==> config.mk <==
export PLATFORM = sky130hd
export DESIGN_NAME = serial_subtractor
export DESIGN_NICKNAME = d
export VERILOG_FILES = /design/src/rtl/serial_subtractor.sv
export SDC_FILE = /design/constraint.sdc
export NUM_CORES = 1
export LEC_CHECK = 0
export BUFFER_PORTS_ARGS = -buffer_cell sky130_fd_sc_hd__buf_2
export CAP_MARGIN = 20
export CORE_ASPECT_RATIO = 1.5
export CORE_MARGIN = 2
export CORE_UTILIZATION = 58
export DETAILED_ROUTE_END_ITERATION = 10
export GPL_ROUTABILITY_DRIVEN = 0
export GPL_TIMING_DRIVEN = 0
export PLACE_DENSITY = 0.94
export SYNTH_ARGS = -nofsm -noshare
export SYNTH_HDL_FRONTEND = slang
export SYNTH_SLANG_ARGS = --single-unit
export TNS_END_PERCENT = 5
==> constraint.sdc <==
create_clock -name clk -period 2.7 [get_ports clk]
set_clock_uncertainty 0.15 [all_clocks]
set_input_delay 0.81 -clock clk [delete_from_list [all_inputs] [get_ports clk]]
set_output_delay 0.81 -clock clk [all_outputs]
set_load 0.01 [all_outputs]
==> src/rtl/serial_subtractor.sv <==
// Bit-serial subtractor: computes (minuend - subtrahend - inborrow) mod 2^WIDTH
// one bit per clock, LSB first, through a single 1-bit full-subtractor stage.
// Handshake: start is accepted only when busy=0 (IDLE); while busy=1 start is
// ignored. done pulses for one cycle when diff/outborrow carry a new result,
// and diff/outborrow hold that result until the next operation completes.
module serial_subtractor #(
  parameter int WIDTH = 8
) (
  input  logic             clk,
  input  logic             rst,
  input  logic             start,
  input  logic [WIDTH-1:0] minuend,
  input  logic [WIDTH-1:0] subtrahend,
  input  logic             inborrow,
  output logic             busy,
  output logic             done,
  output logic [WIDTH-1:0] diff,
  output logic             outborrow,
  output logic [1:0]       dbg_state
);

  // Counter sized to hold 0..WIDTH so it never wraps inside an operation.
  localparam int CW = $clog2(WIDTH + 1);
  localparam logic [CW-1:0] LAST = CW'(WIDTH - 1);

  typedef enum logic [1:0] {
    IDLE  = 2'd0,
    SHIFT = 2'd1,
    DONE  = 2'd2
  } state_t;

  state_t          state;
  logic [WIDTH-1:0] a_sr;
  logic [WIDTH-1:0] b_sr;
  logic [WIDTH-1:0] r_sr;
  logic             br;
  logic [CW-1:0]    cnt;

  logic             d;
  logic             br_next;
  logic [WIDTH-1:0] r_next;
  logic             last_bit;

  assign dbg_state = state;

  // Full-subtractor stage and the next value of the result shift register.
  always_comb begin
    d        = a_sr[0] ^ b_sr[0] ^ br;
    br_next  = (~a_sr[0] & b_sr[0]) | (~(a_sr[0] ^ b_sr[0]) & br);
    r_next   = r_sr >> 1;
    r_next[WIDTH-1] = d;
    last_bit = (cnt == LAST);
  end

  // Control FSM with registered busy/done and the result capture.
  always_ff @(posedge clk) begin
    if (rst) begin
      state     <= IDLE;
      a_sr      <= '0;
      b_sr      <= '0;
      r_sr      <= '0;
      br        <= 1'b0;
      cnt       <= '0;
      busy      <= 1'b0;
      done      <= 1'b0;
      diff      <= '0;
      outborrow <= 1'b0;
    end else begin
      case (state)
        IDLE: begin
          done <= 1'b0;
          if (start) begin
            a_sr  <= minuend;
            b_sr  <= subtrahend;
            r_sr  <= '0;
            br    <= inborrow;
            cnt   <= '0;
            busy  <= 1'b1;
            state <= SHIFT;
          end
        end
        SHIFT: begin
          a_sr <= a_sr >> 1;
          b_sr <= b_sr >> 1;
          r_sr <= r_next;
          br   <= br_next;
          cnt  <= cnt + CW'(1);
          if (last_bit) begin
            // The final bit is folded in here so diff is complete on entry to DONE.
            diff      <= r_next;
            outborrow <= br_next;
            done      <= 1'b1;
            state     <= DONE;
          end
        end
        DONE: begin
          done  <= 1'b0;
          busy  <= 1'b0;
          state <= IDLE;
        end
        default: begin
          done  <= 1'b0;
          busy  <= 1'b0;
          state <= IDLE;
        end
      endcase
    end
  end

endmodule

# Word level (Yosys, flattened, before mapping)
# Cells that the tools add are included.
# op_classes
n_reduce_logical	7
mux	15
n_eq_ne	4
n_addsub	1
n_bitwise	8
# ops
op	count
8-bit one-hot mux with 2 select lines	3
8-bit two-way mux	3
4-bit one-hot mux with 2 select lines	1
2-bit AND reduction	4
4-bit by 1-bit adder with 4-bit output (second input constant)	1
4-bit by 3-bit == test with 1-bit output (second input constant)	1
2-bit two-way mux	2
4-bit two-way mux	1
2-bit != test (second input constant)	2
1-bit one-hot mux with 2 select lines	2
2-bit one-hot mux with 2 select lines	1
1-bit NOT	3
1-bit AND	2
2-bit by 1-bit == test with 1-bit output (second input constant)	1
2-bit zero test	1
1-bit two-way mux	2
2-bit nonzero test	1
2-bit OR reduction	1
1-bit bitwise XOR	2
1-bit OR	1
# word_totals
ff_bits	42
word_cells	45
output_inout_bits	13
in_bits	20

# Depth between registers and ports, before layout
# depth
word_depth	5
depth_mapped	6
mapped_depth_nobuf	4

# Worst setup path after synthesis
# No wires, ideal clock.
# synth_path
path_kind	in2reg
from	input rst
to	register cnt[3]
slack_ns	0.965
arrival_ns	1.440
n_path_buf	2
required_ns	2.405
path_stages	3
setup_ns	0.145
path_cell_list	buf_2 -> clkbuf_1 -> a31oi_1
# synth_rtl
element	line_no	source
start, declared	10	input logic rst,
end signal, assigned	87	cnt <= cnt + CW'(1);
end, declared	37	logic [CW-1:0] cnt;
# No word-level cell between the ends.

# Final worst setup path
# layout_path
from	register state[0], in the netlist dbg_state[0]
to	output dbg_state[0]
# layout_rtl
element	line_no	source
start, declared	32	state_t state;
start signal, assigned	58	state <= IDLE;
start signal, assigned	79	state <= SHIFT;
start signal, assigned	93	state <= DONE;
end, declared	19	output logic [1:0] dbg_state
# No word-level cell between the ends.

==> run metrics <==
Area growth syn-to-layout 18.1%; Mapped Nets 203; first-pass iteration count of the detailed router 4; Filler Cells Inserted 233; Placement Setup Slack between 0.6 and 0.7 ns; synth top area cells dfxtp_1 (46%), a211oi_2 (6.3%), nor2_1 (5.7%); total track usage 26.0%; Clk pwr share approximately 40%; CTS HTree Levels 2; CTS Buf Count 5; final net count ~240; DP Cell Count approximately 250; Netlist cell types 38; status completed; Avg Cell Area, Syn 9.89 sq um; largest net degree at the start of global routing 14; Main synth FF type dfxtp_1; WP data required about 1.7 ns; Combinational Power Share ~12%; post-CTS setup buffer count 0; Psw 317 uW; Antenna Cells 0; CTS tree yes; port buffer count 31; final WL about 4000 um; die width slightly below 50 um; final period utilization between 60% and 70%; flops & latches, synth ~40; Slew headroom between 50% and 60%; area fraction of the dominant cell type after synthesis 45.9%; Post-synth EDFFs 0; ratio of cells with drive above 1 in the final layout between 30% and 40%; Ports 33; minimum clock period 1.80 ns; YS warnings 0; Core ar. roughly 2900 sq um; crit path cell chain buf_2; async set-reset flop share out of synthesis 0%; P_leak 0.857 nW; Crit path largest cell delay 0.39 ns; CTS sink count 41; slowest stage cell, crit path dfxtp_1; TNS Setup 0 ns; Hold WS ~0.30 ns; Syn Inst Count 181; cts hold-fix bufs 0; deepest clock path buffer count 2; final non-filler cell total around 260; Crit Path Class register to output port; initial antenna violation count 0; pwr/cell area 622 nW/um^2; final slew viol count 0; Synth area leader dfxtp_1; final core occ 72.6%; DP Wirelength 2830 um; via count 1536; RSZ-0062 raised after global routing no; critical path capture point type output port; DRC viols 0; Rows 24; Seq/Total Area, Yosys 45.9%; total gr overflow 0; WP buf/inv 1; Root Driver clkbuf_8; Worst-Skew Late Latency around 0.3 ns; HP Class register to register; post-DR vias/cell about 6; Worst Tran Pin Value about 0.7 ns; setup violators final 0; arrival time worst endpoint 0.84 ns; Initial Util between 60% and 70%; Max Cap Violations 0; DIE AREA 3550 sq um; per-cell routed wire length about 16 um; sequential share of power ~49%; Max Freq between 500 and 600 MHz; commonest cells in the netlist dfxtp_1 (41), nor2_1 (27), a21oi_1 (10), nand3_1 (10); worst setup margin 0.898 ns; # resized after CTS 0; die height roughly 72 um; maximum VDD drop 0.000422 V; Post-Syn Area between 1500 and 2000 sq um; crit-path max FO 4; final hold violation count 0; CTS clk-pin slew, worst paths 0.08 ns; cell-internal power roughly 1000 uW; Worst path top cell family by delay flip-flops; global-route wire length before repair approximately 7000 um; antenna viol nets, final 0; number of DRC markers in iteration 0 63; vias in the first global route around 1500; most frequent cell after synthesis dfxtp_1; Worst setup SP type register; switching share of power ~24%
==> area by class of cell <==
cell class	instances	area, sq um	area share, %
multi-input combinational	119	846	40.0
sequential	41	821	38.8
timing repair buffer	31	155	7.34
buffer	16	104	4.91
clock buffer	6	82.6	3.91
tap	39	48.8	2.31
clock inverter	2	37.5	1.78
inverter	5	18.8	0.888
==> layout by cell type, fill, tap and decap left out, types with 5 or more instances in the layout <==
cell type  count
dfxtp_1       41
buf_2         36
nor2_1        27
nand3_1       10
a21oi_1       10
o2bb2ai_1      9
a211oi_2       9
a21bo_1        8
a22o_1         8
a211oi_1       6
clkbuf_8       6
o22ai_1        5
==> per-stage QoR <==
step / total power [mW] / cell area, sq um
final: 1.32 / 2110
after global placement: 0.806 / 1990
after global routing: 1.36 / 2110
after detailed placement: 0.813 / 1990
after floorplan: 0.769 / 1790
after CTS: 1.32 / 2110
==> tightest hold or removal path, stage by stage (launching register included) <==
cell and delay (ns):
dfxtp_1 0.31, inv_1 0.05, a211oi_1 0.05
==> metal layers <==
metal / global-route usage [%] / wire [um] / vias up
met5: 0 / 0 / -
met4: 13.7 / 79 / 0
met3: 5.76 / 202 / 8
met2: 46.4 / 2150 / 55
met1: 28.5 / 1600 / 736
li1: - / - / 737
==> power by group through the flow <==
stage               Clock (mW)  Combinational, mW  Sequential, mW
global route             0.541              0.168           0.652
CTS                      0.519              0.152           0.649
finish                   0.513              0.152           0.649
detailed placement           0              0.150           0.663
global placement             0              0.144           0.662
floorplan                    0              0.109           0.660
==> logic make-up (layout without fill, tap and decap cells) <==
logic type                 count (synthesis)  count (layout)  share of synthesized area (%)
AOI/OAI and AO/OA                         66              66                           32.0
and+or+nand+nor                           51              51                           13.5
DFF                                       41              41                           45.9
buffers and inverters                     21              60                           6.85
adders and majority gates                  2               2                           1.82
==> state kept, by name (all words and copies together), names as in the netlist <==
signal	flops
cnt	4
a_sr	8
r_sr	7
dbg_state	2
busy	1
done	1
diff	8
b_sr	8
outborrow	1
br	1
==> final timing paths <==
path                      from            to  slack (ns)  depth (start not counted)
hold reg to reg           busy          busy        0.30                          2
hold / removal            busy          busy        0.30                          2
setup / recovery  dbg_state[0]  dbg_state[0]        0.90                          1
setup reg to reg        cnt[0]     outborrow        1.16                          5
Note: power is estimated with default switching activity, not from simulation.
